**src/rtl/fifo_pkg.sv**
```systemverilog
// Shared types and helpers for the parametrised synchronous FIFO.
// Used by the RTL and by the bench scoreboard.
package fifo_pkg;

  // Fill counter needs one extra bit so it can represent DEPTH itself.
  function automatic int cnt_width(input int depth);
    return $clog2(depth) + 1;
  endfunction

  typedef struct packed {
    logic vacio;
    logic lleno;
    logic casi_vacio;
    logic casi_lleno;
    logic overflow;
    logic underflow;
  } fifo_flags_t;

endpackage

```
**src/rtl/fifo_ram_dp.sv**
```systemverilog
// DEPTH x WIDTH register array: one synchronous write port, one asynchronous read port.
// Read data follows raddr combinationally and returns the pre-write word on an address collision.
module fifo_ram_dp #(
  parameter int WIDTH = 8,
  parameter int DEPTH = 32
) (
  input  logic                     clk,
  input  logic                     we,
  input  logic [$clog2(DEPTH)-1:0] waddr,
  input  logic [WIDTH-1:0]         wdata,
  input  logic [$clog2(DEPTH)-1:0] raddr,
  output logic [WIDTH-1:0]         rdata
);

  logic [WIDTH-1:0] mem [DEPTH];

  always_ff @(posedge clk) begin
    if (we) begin
      mem[waddr] <= wdata;
    end
  end

  assign rdata = mem[raddr];

endmodule

```
**src/rtl/fifo_sync_flags.sv**
```systemverilog
// Synchronous FIFO with fill level, programmable almost flags, sticky errors and optional FWFT.
// Reads: 1-cycle registered (FWFT=0) or combinational head (FWFT=1); writes are rejected only when full without a read.
module fifo_sync_flags
  import fifo_pkg::*;
#(
  parameter int WIDTH     = 8,
  parameter int DEPTH     = 32,
  parameter int AF_THRESH = DEPTH - 4,
  parameter int AE_THRESH = 4,
  parameter int FWFT      = 0
) (
  input  logic                   clk,
  input  logic                   rst,
  input  logic                   clear,
  input  logic [WIDTH-1:0]       data_in,
  input  logic                   wr_en,
  input  logic                   rd_en,
  output logic [WIDTH-1:0]       data_out,
  output logic                   vacio,
  output logic                   lleno,
  output logic                   casi_vacio,
  output logic                   casi_lleno,
  output logic [$clog2(DEPTH):0] usedw,
  output logic                   overflow,
  output logic                   underflow
);

  localparam int AW = $clog2(DEPTH);
  localparam int CW = cnt_width(DEPTH);
  localparam logic [CW-1:0] FULL_LVL = CW'(DEPTH);
  localparam logic [CW-1:0] AF_LVL   = CW'(AF_THRESH);
  localparam logic [CW-1:0] AE_LVL   = CW'(AE_THRESH);

  if (WIDTH < 1) begin : g_bad_width
    $error("fifo_sync_flags: WIDTH must be >= 1");
  end
  if (DEPTH < 4 || (DEPTH & (DEPTH - 1)) != 0) begin : g_bad_depth
    $error("fifo_sync_flags: DEPTH must be a power of two >= 4");
  end
  if (AF_THRESH < 1 || AF_THRESH > DEPTH) begin : g_bad_af
    $error("fifo_sync_flags: AF_THRESH must be in 1..DEPTH");
  end
  if (AE_THRESH < 0 || AE_THRESH > DEPTH - 1) begin : g_bad_ae
    $error("fifo_sync_flags: AE_THRESH must be in 0..DEPTH-1");
  end
  if (FWFT != 0 && FWFT != 1) begin : g_bad_fwft
    $error("fifo_sync_flags: FWFT must be 0 or 1");
  end

  logic [AW-1:0]    rd_ptr;
  logic [AW-1:0]    wr_ptr;
  logic [CW-1:0]    cnt;
  logic             ovf_q;
  logic             unf_q;
  logic             flush;
  logic             rd_ok;
  logic             wr_ok;
  logic [WIDTH-1:0] rdata;
  fifo_flags_t      flags;

  // rst and clear have identical effect, so a single flush term covers both.
  assign flush = rst | clear;
  assign rd_ok = rd_en && !flags.vacio;
  assign wr_ok = wr_en && (!flags.lleno || rd_ok);

  fifo_ram_dp #(
    .WIDTH (WIDTH),
    .DEPTH (DEPTH)
  ) u_ram (
    .clk   (clk),
    .we    (wr_ok && !flush),
    .waddr (wr_ptr),
    .wdata (data_in),
    .raddr (rd_ptr),
    .rdata (rdata)
  );

  always_ff @(posedge clk) begin
    if (flush) begin
      rd_ptr <= '0;
      wr_ptr <= '0;
      cnt    <= '0;
      ovf_q  <= 1'b0;
      unf_q  <= 1'b0;
    end else begin
      if (wr_ok) begin
        wr_ptr <= wr_ptr + 1'b1;
      end
      if (rd_ok) begin
        rd_ptr <= rd_ptr + 1'b1;
      end
      case ({wr_ok, rd_ok})
        2'b10:   cnt <= cnt + 1'b1;
        2'b01:   cnt <= cnt - 1'b1;
        default: cnt <= cnt;
      endcase
      if (wr_en && !wr_ok) begin
        ovf_q <= 1'b1;
      end
      if (rd_en && !rd_ok) begin
        unf_q <= 1'b1;
      end
    end
  end

  assign flags = '{
    vacio:      (cnt == '0),
    lleno:      (cnt == FULL_LVL),
    casi_vacio: (cnt <= AE_LVL),
    casi_lleno: (cnt >= AF_LVL),
    overflow:   ovf_q,
    underflow:  unf_q
  };

  assign vacio      = flags.vacio;
  assign lleno      = flags.lleno;
  assign casi_vacio = flags.casi_vacio;
  assign casi_lleno = flags.casi_lleno;
  assign overflow   = flags.overflow;
  assign underflow  = flags.underflow;
  assign usedw      = cnt;

  if (FWFT != 0) begin : g_fwft
    // Forced to zero while empty so the output matches the reset value.
    assign data_out = flags.vacio ? '0 : rdata;
  end else begin : g_reg
    logic [WIDTH-1:0] dout_q;

    always_ff @(posedge clk) begin
      if (flush) begin
        dout_q <= '0;
      end else if (rd_ok) begin
        dout_q <= rdata;
      end
    end

    assign data_out = dout_q;
  end

endmodule

```
**config.mk**
```make
export PLATFORM = sky130hd
export DESIGN_NAME = fifo_sync_flags
export DESIGN_NICKNAME = d
export VERILOG_FILES = /design/src/rtl/fifo_pkg.sv /design/src/rtl/fifo_ram_dp.sv /design/src/rtl/fifo_sync_flags.sv
export SDC_FILE = /design/constraint.sdc
export NUM_CORES = 1
export LEC_CHECK = 0
export ABC_AREA = 1
export CAP_MARGIN = 20
export CORE_ASPECT_RATIO = 0.6
export CORE_MARGIN = 2
export CORE_UTILIZATION = 30
export DETAILED_ROUTE_END_ITERATION = 10
export HOLD_SLACK_MARGIN = 0.05
export SETUP_SLACK_MARGIN = 0.4
export SYNTH_ARGS = -nofsm -noshare
export SYNTH_HDL_FRONTEND = slang
export SYNTH_SLANG_ARGS = --single-unit
export TNS_END_PERCENT = 1
```
**constraint.sdc**
```tcl
create_clock -name clk -period 1.88 [get_ports clk]
set_input_delay 0.376 -clock clk [delete_from_list [all_inputs] [get_ports clk]]
set_output_delay 0.376 -clock clk [all_outputs]
set_load 0.05 [all_outputs]
```
==> qor.csv, run 1 <==
metric;value;unit
outcome;finished with violations;
violations in the final reports;setup timing;
Placement Setup Slack;-0.430;ns
H-tree depth;1;
Hold Path Class;flop to flop;
Post-Syn Instances;1178;
Total Wirelength;32600;µm
Setup WS post-layout;-0.100;ns
CP endpoint kind;primary output;
vias;8526;
Slew headroom;63.7;%
critical path type;flop to primary output;
Max Fclk;0.505;GHz
peak supply drop;0.488;mV
IO buf count;32;
initial antenna violation count;1;
Hold Slack;0.485;ns
sequential element share of the synthesized area;68.0;%
vias in the first global route;8002;
Post-synth EDFFs;256;
die width;263;µm
Worst-path clk slew;0.07;ns
largest net degree at the start of global routing;59;
Die H;159;µm
Max FO, Critical Path;2;
Tmin final;1.98;ns
asr flop ratio synth;0;%
clk root buf;clkbuf_16;
first-pass GRT wire length;49100;µm
Final Hold Fails;0;
layout cell share with drive strength beyond 1;23.1;%
Yosys reg bits;282;
Post-Synthesis Cell Area;12100;µm²
CP required;1.50;ns
synthesized area per cell;10.3;µm²
ANT nets after route;0;
I/O pin count;33;
CTS tree;built;
gr ovfl total;0;
die area;41900;µm²
Bufs on Longest Clock Path;3;
total of max-cap violations;0;
Synth top area share;63.6;%
Syn Nets;1201;
DR WL/cell;18.2;µm
DR iter-0 viols;1071;
Initial Util;30.7;%
top_reg_cell synth;edfxtp_1;
GP Congestion;0.869;
pwr dens;880;nW/µm²
total power;0.0135;W
Final Instance Area;15300;µm²
most frequent cell after synthesis;nand2_1;
worst skew pair latency;0.54;ns
Final Net Count;1273;
Tcrit/Tclk final;105;%
Slew @ Worst Pin;0.545;ns
Worst setup SP type;flop;
Area contributors post-synth;edfxtp_1, nand2_1, nand3_1, dfxtp_1, inv_1;
RSZ-0062 raised after global routing;true;
setup tns final;-0.285;ns
Post-DP Area;13700;µm²
largest area contributor in the netlist;edfxtp_1;
Avg Vias per Cell;4.76;
Pre-antenna DRT Iters;5;
leakage;5.75;nW
Yosys warnings;0;
hold_buf cts;0;
number of fill cells;3807;
number of diodes;0;
dpl hpwl;20900;µm
post-synth cell types;23;
max-slew violation count;0;
core area;39400;µm²
Worst Path Arrival;1.60;ns
clk sink count;282;
synth cell count leaders;nand2_1, edfxtp_1, nand3_1;
area grow syn2layout;26.9;%
TritonCTS Buffers;26;
total global-route track usage;15.4;%
DRC;0;
final setup vio count;6;
cell row count;56;
clock skew;0.0121;ns
where the power goes:
part	leakage (nW)	switching, W	internal, W
clock network	0.394	0.00228	0.00290
registers	2.52	0.0000261	0.00686
logic	2.84	0.000922	0.000502
layer usage:
layer	wire length [µm]	vias to the layer above	global-route usage, %
li1	-	4057	-
met3	3170	29	4.70
met5	0	-	0
met1	16200	4093	24.6
met4	347	0	1.82
met2	12900	347	20.5
area by class of cell:
type                    count  area [µm²]  area share, %
multi-input cells         715        3970           25.9
inverters                 128         490           3.20
clock inverters            15         125          0.816
clock buffers              32         694           4.53
repair buffers             97        1150           7.53
flip-flops and latches    282        8240           53.8
well taps                 522         653           4.26
registers in the layout, summed over array words and instances (netlist names):
| signal | count |
|---|---|
| wr_ptr | 5 |
| rd_ptr | 5 |
| overflow | 1 |
| u_ram.mem | 256 |
| usedw | 6 |
| underflow | 1 |
| data_out | 8 |
worst max-delay path, stage by stage (launching register included):
cell and delay (ns):
dfxtp_4 0.35, nor2_4 0.17, buf_6 0.13, nand3_4 0.06, nor2_4 0.12, buf_6 0.11
buf_12 0.12
layout by cell type, fill, tap and decap left out, drive strengths merged:
| cell | netlist | final |
|---|---|---|
| clkbuf | 8 | 32 |
| clkinvlp | 0 | 2 |
| buf | 45 | 85 |
| nor3 | 3 | 3 |
| nand2 | 367 | 367 |
| dfxtp | 26 | 26 |
| a21oi | 43 | 43 |
| a31oi | 1 | 1 |
| xor2 | 1 | 1 |
| clkdlybuf4s50 | 0 | 12 |
| edfxtp | 256 | 256 |
| xnor2 | 2 | 2 |
| fa | 1 | 1 |
| clkinv | 2 | 13 |
| nand3 | 167 | 167 |
| inv | 126 | 126 |
| ha | 9 | 9 |
| o21ai | 24 | 24 |
| nor2 | 96 | 96 |
| o31ai | 1 | 1 |
| bufinv | 0 | 2 |
cells by family (layout without fill, tap and decap cells):
group                      count (synthesis)  in the layout  synth area share, %
and+or+nand+nor                          633            633                 21.6
buffers and inverters                    181            272                 6.22
AOI/OAI and AO/OA                         69             69                 2.89
xor gates and xnor gates                   3              3                0.218
DFF                                      282            282                 68.0
adders and majority gates                 10             10                 1.10
final timing paths:
kind	start	to	slack (ns)	depth (start not counted)
hold / removal	data_out[5]	data_out[5]	0.49	2
setup reg to reg	usedw[0]	usedw[5]	-0.06	12
setup / recovery	usedw[0]	lleno	-0.10	6
hold reg to reg	data_out[5]	data_out[5]	0.49	2
stage by stage:
step | utilization (%) | cells
detailed placement | 34.8 | 1737
global route | 38.9 | 1791
CTS | 37.9 | 1784
finish | 38.9 | 1791
global placement | 34.8 | 1737
floorplan | - | 1178
repair_timing:
action,CTS,global route
pin swaps,57,75
setup buffers,0,7
setup endpoints to repair,289,297
resized for setup,105,84
(Power assumes the default switching activity.)
==> inputs of run 2 (changes only) <==
--- a/config.mk
+++ b/config.mk
@@ -13,6 +13,7 @@
 export DETAILED_ROUTE_END_ITERATION = 10
 export HOLD_SLACK_MARGIN = 0.05
 export SETUP_SLACK_MARGIN = 0.4
+export SKIP_LAST_GASP = 1
 export SYNTH_ARGS = -nofsm -noshare
 export SYNTH_HDL_FRONTEND = slang
 export SYNTH_SLANG_ARGS = --single-unit
==> run 2 against run 1 <==
- the run still ends with setup timing left
- via count down 0.50%
- non-clock buffer count shrank 3
- worst hold slack lost 0.018 ns
- combinational power decreased by 11%
- utilization decreased by 1.6 points
- register-to-register slack is essentially flat
- flip-flop and latch count is the same
- routed wire length decreased by 1.1%
- setup slack got worse by 0.0096 ns
- cell area down 4.0%
- critical path type unchanged
- critical endpoint unchanged
==> qor.csv, run 2 (same netlist as run 1, synthesis figures left out) <==
metric;value;unit
outcome;finished with violations;
violations in the final reports;setup timing;
Bufs on Longest Clock Path;3;
DR WL/cell;18.1;µm
first-pass GRT wire length;48600;µm
Post-DP Area;13700;µm²
dpl hpwl;20900;µm
Initial Util;30.7;%
most common cell after layout, fill and taps aside;nand2_1;
gr ovfl total;0;
cell row count;56;
Hold Path Class;flop to flop;
Tmin final;1.99;ns
Max FO, Critical Path;2;
largest net degree at the start of global routing;59;
Slew @ Worst Pin;0.543;ns
leakage;5.56;nW
FF-to-FF path depth;10;
DR iter-0 viols;1095;
final setup vio count;88;
Worst-path clk slew;0.07;ns
H-tree depth;1;
area of the multi-input gates;3550;µm²
peak per-stage delay on the critical path;0.35;ns
area grow syn2layout;21.8;%
Register Area;8240;µm²
setup tns final;-1.59;ns
Final Instance Area;14700;µm²
total global-route track usage;15.3;%
critical path type;flop to primary output;
CP required;1.50;ns
pwr dens;906;nW/µm²
Worst path slowest cell;dfxtp_4;
largest reg by FF count;u_ram.mem;
max-slew violation count;0;
CTS tree;built;
layout cell share with drive strength beyond 1;14.8;%
Max Fclk;0.502;GHz
Worst Hold Launch;data_out[5];
die width;263;µm
Avg Vias per Cell;4.74;
worst skew pair latency;0.53;ns
initial antenna violation count;0;
Worst R2R End;usedw[3];
R2R setup slack;-0.05;ns
TritonCTS Buffers;26;
clk root buf;clkbuf_16;
vias;8483;
max reg flops;256;
Setup WS post-layout;-0.110;ns
number of diodes;0;
IO buf count;32;
Pre-antenna DRT Iters;6;
Die H;159;µm
I/O pin count;33;
RSZ-0062 raised after global routing;true;
Final Hold Fails;0;
clock skew;0.0100;ns
ANT nets after route;0;
Tcrit/Tclk final;106;%
GP Congestion;0.869;
peak supply drop;0.488;mV
crit path cell chain;nor2_4 -> buf_6 -> nand3_4 -> nor2_4 -> buf_6 -> buf_12;
total of max-cap violations;0;
number of fill cells;3888;
most frequent cells in the layout;nand2_1, edfxtp_1, nand3_1, inv_1, buf_4;
clk sink count;282;
Slew headroom;63.8;%
core area;39400;µm²
Worst Path Arrival;1.61;ns
vias in the first global route;7934;
die area;41900;µm²
Reg-to-Reg Start;usedw[0];
Hold Path Depth;2;
CP endpoint kind;primary output;
Hold Crit Endpoint;data_out[5];
Worst setup SP type;flop;
DRC;0;
Total Wirelength;32300;µm
Final Net Count;1270;
==> run 2: changes by cell type in the layout (fill, tap and decap cells not counted), moves of 18 or more <==
cell,previous run,this run
nand3_1,122,164
nand3_2,42,1
buf_4,40,60
a21oi_1,22,41
a21oi_2,19,1
nand2_1,340,358
==> run 2: final cells by class <==
class | instances | share of cell area [%]
sequential | 282 | 56.0
multi-input combinational | 715 | 24.2
timing repair buffer | 94 | 6.56
clock buffer | 32 | 4.72
tap | 522 | 4.44
inverter | 128 | 3.28
clock inverter | 15 | 0.851
==> run 2: where the power goes <==
group | switching [W] | leakage (nW) | internal [W]
clock network | 0.00227 | 0.394 | 0.00290
logic | 0.000852 | 2.65 | 0.000423
registers | 0.0000222 | 2.52 | 0.00686
==> run 2: metrics by stage <==
step	power (W)	util, %	hold slack [ns]	instances	setup WS, ns
3_5_place_dp	0.00819	34.8	0.458	1737	-0.430
6_report	0.0133	37.3	0.467	1788	-0.110
4_1_cts	0.0133	37.1	0.468	1784	-0.0322
2_1_floorplan	0.00764	-	0.475	1178	0.0113
3_3_place_gp	0.00818	34.8	0.458	1737	-0.410
5_1_grt	0.0138	37.3	0.491	1788	-0.186
==> run 2: metal layers <==
layer	wire length (µm)	share of wire, %	global-route usage, %	up-vias
li1	-	-	-	4054
met1	16300	50	24.5	4080
met2	12400	39	20.1	325
met3	3240	10	4.79	24
met4	304	0.94	1.77	0
met5	0	0	0	-
==> run 2: worst max-delay path, delay by kind of cell (launching register included) <==
family | cells | cell delay [ns]
AND/OR/NAND/NOR | 3 | 0.36
flip-flops | 1 | 0.35
buffers and inverters | 3 | 0.36
==> run 2: timing repair <==
| item | 4_1_cts | 5_1_grt |
|---|---|---|
| hold buffers | 0 | 0 |
| endpoints found under the setup margin | 289 | 297 |
| cloned | 0 | 0 |
| buffers inserted | 0 | 4 |
| pin swaps | 4 | 12 |
| resized for setup | 17 | 14 |
==> run 2: how the worst max path moves through the flow <==
stage	endpoint	cells past startpoint	slack (ns)	from
CTS	lleno	5	-0.03	usedw[1]
finish	lleno	6	-0.11	usedw[0]
detailed placement	u_ram.mem[10][6]	7	-0.43	rd_en
global placement	usedw[5]	10	-0.41	rd_en
global route	usedw[5]	12	-0.19	usedw[5]
floorplan	u_ram.mem[10][0]	8	0.01	usedw[2]
==> inputs of run 3 (changes only) <==
--- a/config.mk
+++ b/config.mk
@@ -12,6 +12,7 @@
 export CORE_UTILIZATION = 30
 export DETAILED_ROUTE_END_ITERATION = 10
 export HOLD_SLACK_MARGIN = 0.05
+export REMOVE_ABC_BUFFERS = 1
 export SETUP_SLACK_MARGIN = 0.4
 export SKIP_LAST_GASP = 1
 export SYNTH_ARGS = -nofsm -noshare
==> constraint.sdc (replaced) <==
create_clock -name clk -period 1.88 [get_ports clk]
set_input_delay 0.376 -clock clk [delete_from_list [all_inputs] [get_ports clk]]
set_output_delay 0.376 -clock clk [all_outputs]
set_load 0.005 [all_outputs]
==> run 3 against run 2 <==
- the run now ends clean
- critical path depth is 6 higher
- via count is 1.9% higher
- non-clock buffer count increased by 32
- critical path type is now flop to flop
- largest cell class unchanged
- total power is 3.0% lower
- flip-flop and latch count did not move
==> qor.csv, run 3 (same netlist as run 1, synthesis figures left out) <==
metric;value;unit
DR iter-0 viols;1109;
max-slew violation count;0;
Worst Path Arrival;2.12;ns
Final Hold Fails;0;
Int Pwr;0.00996;W
IO buf count;32;
Max Fclk;0.533;GHz
NetSw;0.00295;W
CP required;2.13;ns
vias;8640;
Initial Util;30.7;%
Slew @ Worst Pin;0.552;ns
cell row count;56;
pwr dens;877;nW/µm²
Placement Setup Slack;-0.426;ns
Hold Slack;0.465;ns
number of fill cells;3886;
CTS tree;built;
TritonCTS Buffers;25;
H-tree depth;1;
Die H;159;µm
die area;41900;µm²
Worst Hold Launch;data_out[3];
Bufs on Longest Clock Path;3;
total global-route track usage;15.3;%
I/O pin count;33;
number of diodes;0;
fin util;37.4;%
Crit path top cell by count;nor2_4;
max reg flops;256;
combinational power share;8.5;%
RSZ-0062 raised after global routing;true;
peak supply drop;0.485;mV
Hold Path Class;flop to flop;
layout cell share with drive strength beyond 1;14.9;%
vias in the first global route;8020;
Clk pwr share;38.2;%
setup tns final;0;ns
ANT nets after route;0;
Crit. Startpoint;usedw[2];
most common cell after layout, fill and taps aside;nand2_1;
leakage;5.67;nW
core area;39400;µm²
Worst path slowest cell;dfxtp_4;
gr ovfl total;0;
GP Congestion;0.864;
clock skew;0.0123;ns
Slew headroom;63.0;%
largest reg by FF count;u_ram.mem;
Setup WS post-layout;0.00484;ns
most frequent cells in the layout;nand2_1, edfxtp_1, nand3_1, inv_1, nor2_1;
total of max-cap violations;0;
critical path type;flop to flop;
clk sink count;282;
sw frac;22.8;%
worst skew pair latency;0.54;ns
final setup vio count;0;
Worst setup SP type;flop;
dpl hpwl;20800;µm
Max FO, Critical Path;8;
Reg power frac;53.3;%
first-pass GRT wire length;48800;µm
DR WL/cell;18.1;µm
R2R setup slack;0.005;ns
DRC;0;
Final Instance Area;14700;µm²
CP endpoint kind;flop;
Post-DP Area;13600;µm²
Tcrit/Tclk final;99.7;%
die width;263;µm
outcome;finished, final reports clean;
largest net degree at the start of global routing;62;
clk root buf;clkbuf_16;
Avg Vias per Cell;4.77;
initial antenna violation count;1;
Final Net Count;1301;
Total Wirelength;32800;µm
Tmin final;1.88;ns
peak per-stage delay on the critical path;0.38;ns
area grow syn2layout;22.0;%
Reg-to-Reg Start;usedw[2];
Worst-path clk slew;0.07;ns
Pre-antenna DRT Iters;7;
crit path cell chain;nor2_4 -> buf_6 -> nand3_4 -> nor2_4 -> buf_6 -> nand2_4 -> nand2_4 -> nor2_4 -> nand2_2 -> buf_12 -> nor2_1 -> buf_4;
-- run 3: cell types whose count changed in the layout (fill, tap and decap cells not counted), moves of 3 or more --
cell / delta
buf_6: +24
nor2_2: +21
buf_4: -6
clkinv_1: -4
buf_12: -6
clkbuf_1: +3
clkdlybuf4s50_1: +11
dfxtp_4: -5
dlygate4sd2_1: +5
nor2_1: +4
dfxtp_2: +6
nor2_4: -25
-- run 3: critical path, delay by kind of cell (launching register included) --
| family | cells | cell delay, ns |
|---|---|---|
| buf+inv | 4 | 0.56 |
| flops | 1 | 0.38 |
| simple gates | 8 | 0.62 |
-- run 3: final timing paths --
| check | to | cells past startpoint |
|---|---|---|
| hold reg to reg | data_out[3] | 2 |
| setup reg to reg | u_ram.mem[29][7] | 12 |
| setup / recovery | u_ram.mem[29][7] | 12 |
| hold / removal | data_out[3] | 2 |
-- run 3: what timing repair did --
| item | in CTS | in global routing |
|---|---|---|
| hold buffers | 0 | 0 |
| endpoints found under the setup margin | 295 | 300 |
| setup buffers | 7 | 2 |
| gates resized for setup | 101 | 23 |
| pin swaps | 20 | 20 |
-- run 3: area by class of cell --
cell class / instances / area [µm²] / area share, %
Multi-Input combinational cell: 715 / 3380 / 22.9
Inverter: 128 / 482 / 3.27
Sequential cell: 282 / 8220 / 55.8
Clock buffer: 33 / 656 / 4.45
Timing Repair Buffer: 126 / 1260 / 8.54
Clock inverter: 7 / 81.3 / 0.552
Tap cell: 522 / 653 / 4.43
-- run 3: metal layers --
metal	vias up	GRT usage [%]	share of wire, %
met5	-	0	0
met4	0	2.18	1.2
met3	31	4.76	11
met2	380	21.0	41
met1	4130	23.6	47
li1	4099	-	-
-- run 3: power groups by stage --
stage,clock network (W),registers (W),logic [W]
final,0.00493,0.00689,0.00110
after floorplan,0,0.00707,0.000422
after global routing,0.00522,0.00689,0.00121
after detailed placement,0,0.00702,0.000995
after global placement,0,0.00702,0.000990
after CTS,0.00501,0.00689,0.00106
-- run 3: per-stage QoR --
step / power (W) / instances
after CTS: 0.0130 / 1811
after floorplan: 0.00749 / 1125
after detailed placement: 0.00801 / 1764
after global placement: 0.00801 / 1764
after global routing: 0.0133 / 1813
final: 0.0129 / 1813
